$ cat config.mk
export PLATFORM = sky130hd
export DESIGN_NAME = prog_mem_pipe
export DESIGN_NICKNAME = d
export VERILOG_FILES = /design/src/rtl/prog_mem_pipe.sv
export SDC_FILE = /design/constraint.sdc
export NUM_CORES = 2
export LEC_CHECK = 0
export ABC_AREA = 1
export BUFFER_PORTS_ARGS = -buffer_cell sky130_fd_sc_hd__buf_2
export CORE_UTILIZATION = 25
export DETAILED_ROUTE_END_ITERATION = 12
export PLACE_DENSITY_LB_ADDON = 0.08
export REMOVE_ABC_BUFFERS = 1
export SLEW_MARGIN = 20
export SYNTH_ARGS = -nofsm -noshare
export SYNTH_HDL_FRONTEND = slang
export SYNTH_SLANG_ARGS = --single-unit
export TNS_END_PERCENT = 1
$ cat constraint.sdc
create_clock -name clk -period 1.9 [get_ports clk]
set_input_delay 0.57 -clock clk [delete_from_list [all_inputs] [get_ports clk]]
set_output_delay 0.57 -clock clk [all_outputs]
set_load 0.1 [all_outputs]
$ cat src/rtl/prog_mem_pipe.sv
// Loadable instruction memory for the fetch path. It has a synchronous read with one or two
// stages, valid/ready handshakes on request and response, range flags and a fetch counter.
module prog_mem_pipe #(
    parameter int unsigned       DATA_W  = 8,
    parameter int unsigned       ADDR_W  = 8,
    parameter int unsigned       DEPTH   = 256,
    parameter int unsigned       OUT_REG = 0,
    parameter logic [DATA_W-1:0] NOP_VAL = '0
) (
    input  logic              clk,
    input  logic              rst_n,
    input  logic              ld_en,
    input  logic [ADDR_W-1:0] ld_addr,
    input  logic [DATA_W-1:0] ld_data,
    output logic              ld_err,
    input  logic              req_valid,
    output logic              req_ready,
    input  logic [ADDR_W-1:0] req_addr,
    output logic              rsp_valid,
    input  logic              rsp_ready,
    output logic [DATA_W-1:0] rsp_data,
    output logic              rsp_err,
    output logic [15:0]       fetch_cnt
);

    // One extra bit so that DEPTH == 2**ADDR_W can be represented and compared.
    localparam logic [ADDR_W:0] DEPTH_L = (ADDR_W+1)'(DEPTH);

    logic [DATA_W-1:0] mem_q [DEPTH];

    logic              s0_valid_q, s0_valid_d;
    logic [DATA_W-1:0] s0_data_q,  s0_data_d;
    logic              s0_err_q,   s0_err_d;
    logic              s1_valid_q, s1_valid_d;
    logic [DATA_W-1:0] s1_data_q,  s1_data_d;
    logic              s1_err_q,   s1_err_d;
    logic              ld_err_q,   ld_err_d;
    logic [15:0]       fetch_cnt_q, fetch_cnt_d;

    logic              ld_in_range;
    logic              req_in_range;
    logic              req_accept;
    logic              s1_take;
    logic [DATA_W-1:0] rd_word;

    assign ld_in_range  = {1'b0, ld_addr}  < DEPTH_L;
    assign req_in_range = {1'b0, req_addr} < DEPTH_L;

    always_comb begin
        s0_valid_d  = s0_valid_q;
        s0_data_d   = s0_data_q;
        s0_err_d    = s0_err_q;
        s1_valid_d  = s1_valid_q;
        s1_data_d   = s1_data_q;
        s1_err_d    = s1_err_q;
        s1_take     = 1'b0;
        req_ready   = 1'b0;
        req_accept  = 1'b0;
        rd_word     = req_in_range ? mem_q[req_addr] : NOP_VAL;

        if (OUT_REG != 0) begin
            s1_take    = s0_valid_q && (!s1_valid_q || rsp_ready);
            req_ready  = !ld_en && (!s0_valid_q || s1_take);
            req_accept = req_valid && req_ready;

            if (s1_take) begin
                s1_valid_d = 1'b1;
                s1_data_d  = s0_data_q;
                s1_err_d   = s0_err_q;
            end else if (rsp_ready) begin
                s1_valid_d = 1'b0;
            end

            if (req_accept) begin
                s0_valid_d = 1'b1;
                s0_data_d  = rd_word;
                s0_err_d   = !req_in_range;
            end else if (s1_take) begin
                s0_valid_d = 1'b0;
            end
        end else begin
            req_ready  = !ld_en && (!s1_valid_q || rsp_ready);
            req_accept = req_valid && req_ready;

            if (req_accept) begin
                s1_valid_d = 1'b1;
                s1_data_d  = rd_word;
                s1_err_d   = !req_in_range;
            end else if (rsp_ready) begin
                s1_valid_d = 1'b0;
            end
        end

        ld_err_d    = ld_en && !ld_in_range;
        fetch_cnt_d = fetch_cnt_q;
        if (s1_valid_q && rsp_ready) begin
            fetch_cnt_d = fetch_cnt_q + 16'd1;
        end
    end

    // Array contents survive reset so a reset does not force a reload.
    always_ff @(posedge clk) begin
        if (ld_en && ld_in_range) begin
            mem_q[ld_addr] <= ld_data;
        end
    end

    always_ff @(posedge clk or negedge rst_n) begin
        if (!rst_n) begin
            s0_valid_q  <= 1'b0;
            s0_data_q   <= NOP_VAL;
            s0_err_q    <= 1'b0;
            s1_valid_q  <= 1'b0;
            s1_data_q   <= NOP_VAL;
            s1_err_q    <= 1'b0;
            ld_err_q    <= 1'b0;
            fetch_cnt_q <= 16'd0;
        end else begin
            s0_valid_q  <= s0_valid_d;
            s0_data_q   <= s0_data_d;
            s0_err_q    <= s0_err_d;
            s1_valid_q  <= s1_valid_d;
            s1_data_q   <= s1_data_d;
            s1_err_q    <= s1_err_d;
            ld_err_q    <= ld_err_d;
            fetch_cnt_q <= fetch_cnt_d;
        end
    end

    assign rsp_valid = s1_valid_q;
    assign rsp_data  = s1_data_q;
    assign rsp_err   = s1_err_q;
    assign ld_err    = ld_err_q;
    assign fetch_cnt = fetch_cnt_q;

endmodule

**After elaboration in Yosys (flattened, before gate mapping)**

Memories as Yosys holds them, arrays and structs flattened. A register that Yosys moved wholly into a read port is not among the register bits.
Cells that the tools add are included.

- Memory bits (writable): 2,048
- Bits in registers: 17
- Output and inout port bits: 28
- Memories: 1

Memories:

| name | words | bits a word | read ports | clocked after Yosys merged registers in | write ports | RTL line | RTL |
|---|---|---|---|---|---|---|---|
| mem_q | 256 | 8 | 1 | 1 | 1 | 29 | `logic [DATA_W-1:0] mem_q [DEPTH];` |

- Add/sub/neg operators: 1
- Reductions and logical operators: 8
- Multiplexer cells: 4

Operators with widths:

| kind | count |
|---|---|
| $add A16 B1 Y16 const B | 1 |
| $mux W1 | 4 |
| $logic_and A1 B1 Y1 | 3 |
| $logic_not A1 Y1 | 3 |
| $reduce_bool A2 Y1 | 1 |
| $logic_or A1 B1 Y1 | 1 |

**Logic depth before layout (Yosys ltp)**

- Depth after elaboration: 5
- Depth in mapped cells: 15

**Worst setup path after synthesis**

OpenSTA, ideal clock, no wires.

- Path kind: register to register
- Start point: register s1_valid_q (netlist: rsp_valid)
- End point: register s1_data_q[0] (netlist: rsp_data[0]), read port of mem_q
- Stages on the path, launching flop included: 8
- Path buffers: 0
- Required time: 1.832 ns
- Setup slack: -1.325 ns
- Data arrival time: 3.158 ns
- Period minus slack after synthesis: 3.225 ns
- Cells stage by stage: dfrtp_1 inv_1 nor2_1 nor2_1 nand2_1 inv_1 nand3_1 nand2_1

- Word-level cells in the longest chain between the ends: 4

Ends and longest elaborated chain:

| what | RTL line | RTL |
|---|---|---|
| start, declared | 34 | `logic s1_valid_q, s1_valid_d;` |
| start signal, assigned | 122 | `s1_valid_q <= s1_valid_d;` |
| $logic_not A1 Y1 | 82 | `req_ready = !ld_en && (!s1_valid_q \|\| rsp_ready);` |
| $logic_or A1 B1 Y1 | 82 |  |
| $logic_and A1 B1 Y1 | 82 |  |
| named net req_ready | 17 | `output logic req_ready,` |
| $logic_and A1 B1 Y1 | 83 | `req_accept = req_valid && req_ready;` |
| end, declared | 35 | `logic [DATA_W-1:0] s1_data_q, s1_data_d;` |

The timed path passes the listed nets, and every way through them passes these cells.
A chain may end at the register's enable or synchronous reset.

**Worst setup path after layout**

- Start point: register s1_valid_q (netlist: rsp_valid)
- End point: output port req_ready

- Word-level cells in the longest chain between the ends: 3

Ends and longest elaborated chain:

| what | RTL line |
|---|---|
| $logic_not A1 Y1 | 82 |
| $logic_or A1 B1 Y1 | 82 |
| $logic_and A1 B1 Y1 | 82 |
| end, declared | 17 |

No other way between the ends.

==> metrics.md <==
| Metric | Value |
|---|---|
| Status | `finished, violations left` |
| Failing checks | `setup timing` |
| Worst slew pin tran | `approximately 690 ps` |
| Clock latency on the worst-skew pair | `around 900 ps` |
| Clock network power share | `a little over two fifths` |
| Core ar. | `334000 um2` |
| # IOs | `57` |
| Routability cong. | `0.798` |
| Int Pwr | `78400 uW` |
| Root buffer cell | `clkbuf_16` |
| Die W | `approximately 580 um` |
| Vias in the first global route | `56700` |
| TritonCTS clock tree | `built` |
| CP Max Fanout | `2` |
| Setup CP Type | `register to primary output` |
| Clock sinks | `2073` |
| Hold Path Class | `input port to register` |
| Post-route cell area | `between 100000 and 150000 um2` |
| Worst hold margin | `about 77 ps` |
| Hpwl dp | `205000 um` |
| Synth cell count leaders | `nand2_1 (2105), nand3_1 (2050), edfxtp_1 (2048)` |
| Post-synth cell types | `23` |
| Combinational Power Share | `between 8 and 9%` |
| Clock tree buffer depth | `4` |
| Sequential cell area fraction in the yosys report | `about 74%` |
| Drt wl/cell | `roughly 25 um` |
| DR iter-0 viols | `about 4400` |
| DP Cell Count | `roughly 12000` |
| Die area | `approximately 340000 um2` |
| FP Rows | `between 200 and 250` |
| Final wirelength | `between 300000 and 400000 um` |
| Synth Instances | `7078` |
| Die Ht | `between 500 and 600 um` |
| Async S/R FF share, synth | `approximately 1.2%` |
| Syn Area/Cell | `about 12 um2` |
| Post-Synthesis Cell Area | `around 84000 um2` |
| Final WS setup | `-458 ps` |
| DR vias | `about 57000` |
| Synth-to-layout area growth | `24.7%` |
| WP data arrival | `1790 ps` |
| Layout cells sized above 1 | `16.5%` |
| RSZ-0062 raised after global routing | `true` |
| Share of the synthesized area in the top cell type | `73.0%` |
| Tot Pwr | `~100000 uW` |
| Switching power | `between 20000 and 30000 uW` |
| Post-route ant nets | `0` |
| LEAKAGE | `0.0374 uW` |
| Nets | `between 7000 and 8000` |
| Register bit total from synthesis | `~2100` |
| VDD IR max | `approximately 0.72 mV` |
| Starting Density | `25.2%` |
| CTS HTree Levels | `4` |
| Final hold vios | `0` |
| Drt via density | `4.56` |
| CP required | `1330 ps` |
| TritonCTS buffer count | `~240` |
| FMAX | `approximately 420 MHz` |
| Largest area contributor in the netlist | `edfxtp_1` |
| GR Overflow Total | `0` |
| DRC | `0` |
| Port Buffers | `54` |
| Final min period | `between 2000 and 2500 ps` |
| Max-Cap Viols | `0` |
| Largest net degree at the start of global routing | `67` |
| Switch share | `around a quarter` |
| EDFF count, synth | `2048` |
| Yosys warning total | `0` |
| Fillcell total | `33700` |
| Synth Flop Type | `edfxtp_1` |
| PwrDens | `~990 nW/um2` |
| Initial antenna violation count | `30` |
| Final Non-Filler Cells | `between 10000 and 15000` |
| Top post-synthesis cells by area | `edfxtp_1 (73%), nand3_1 (12%), nand2_1 (9.4%)` |
| Drt first pass iters | `5` |
| Rel. slew slack | `roughly 54%` |
| Total Routing Usage GR | `about 18%` |
| Clock slew at reported path FFs | `60 ps` |
| Seq pwr share | `~49%` |
| Startpoint types | `register` |
| CP Capture Type | `primary output` |
| Max-slew violation count | `0` |
| Setup Skew | `approximately 39 ps` |
| Most numerous cell in the Yosys netlist | `nand2_1` |
| Cell area after placement | `a little under 100000 um2` |
| First-pass GRT wire length | `about 440000 um` |
| Final setup viols | `34` |
| Final Cycle Share | `124%` |
## layer usage
layer / up-vias / global-route usage (%) / share of wire, %
li1: 26600 / - / -
met1: 28800 / 25.7 / 47
met2: 1203 / 30.1 / 48
met3: 314 / 1.82 / 3.9
met4: 0 / 3.69 / 1.8
met5: - / 0 / 0
## final cells by class
type                    instances  area, um2  area share [%]
diodes                          7       17.5          0.0167
clock buffers                 305       6370            6.06
clock inverters               140       1010           0.964
inverters                      51        228           0.217
multi-input cells            4470      19700            18.8
flip-flops and latches       2073      62200            59.2
well taps                    4494       5620            5.35
repair buffers                936       9930            9.45
## cell families (layout without fill, tap and decap cells)
kind of cell               count (synthesis)  count (layout)  share of synthesized area [%]
AOI/OAI and AO/OA                          1               1                        0.00594
xor gates and xnor gates                  15              15                          0.156
adders and majority gates                  1               1                         0.0148
buffers and inverters                    536            1432                           3.18
DFF                                     2073            2073                           73.7
muxes                                      1               1                         0.0134
other                                      1               9                        0.00445
and+or+nand+nor                         4450            4450                           22.9
## registers in the layout, summed over array words and instances (netlist names)
| register | count |
|---|---|
| rsp_valid | 1 |
| fetch_cnt | 16 |
| mem_q | 2048 |
| rsp_data | 8 |
## power by group through the flow
stage          combinational (uW)  sequential, uW  clock (uW)
3_3_place_gp                 8740           51700           0
4_1_cts                      9030           50800       45800
5_1_grt                      9480           50800       47400
2_1_floorplan                2770           52200           0
3_5_place_dp                 8710           51700           0
6_report                     8810           50800       44500
## final timing paths
kind | to | slack (ps) | from | depth (start not counted)
worst min register to register | fetch_cnt[11]$_DFFE_PN0P_ | 530 | fetch_cnt[11]$_DFFE_PN0P_ | 1
worst max register to register | rsp_data[3]$_DFFE_PN0P_ | -200 | mem_q[7][3]$_DFFE_PP_ | 11
max in group asynchronous | rsp_data[2]$_DFFE_PN0P_ | 1360 | rst_n | 3
worst max-delay path | req_ready | -460 | rsp_valid$_DFFE_PN0P_ | 5
min in group asynchronous | fetch_cnt[15]$_DFFE_PN0P_ | 210 | rst_n | 3
worst min-delay path | mem_q[1][7]$_DFFE_PP_ | 80 | ld_data[7] | 1
## critical path, stage by stage (launching register included)
cell	delay, ps
dfrtp_1	380
inv_1	70
nor2_1	40
nor2_1	110
buf_4	140
buf_12	160
## repair_timing
action,in CTS,in global routing
endpoints found under the hold margin,38,0
pin swaps,4,1
gates resized for setup,149,14
cloned,0,0
hold buffers,5,0
endpoints found under the setup margin,34,38
buffers inserted,1,0
## cells in the final DEF, fill, tap and decap left out, drive strengths merged, types with 5 or more instances in the layout
master / instances
buf: 931
bufinv: 13
clkbuf: 305
clkinv: 115
clkinvlp: 8
dfrtp: 25
diode: 7
dlygate4sd3: 5
edfxtp: 2048
inv: 55
nand2: 2105
nand3: 2050
nor2: 292
xnor2: 5
xor2: 10
## per-stage QoR
step | util, % | setup WS [ps] | setup TNS [ps]
floorplan | - | -4380 | -66880
global placement | 29.0 | -1920 | -493740
detailed placement | 29.0 | -1900 | -460300
CTS | 31.4 | -538 | -11220
global route | 31.4 | -564 | -11170
finish | 31.4 | -458 | -9000
No activity file was read; power rests on OpenSTA's default activity.
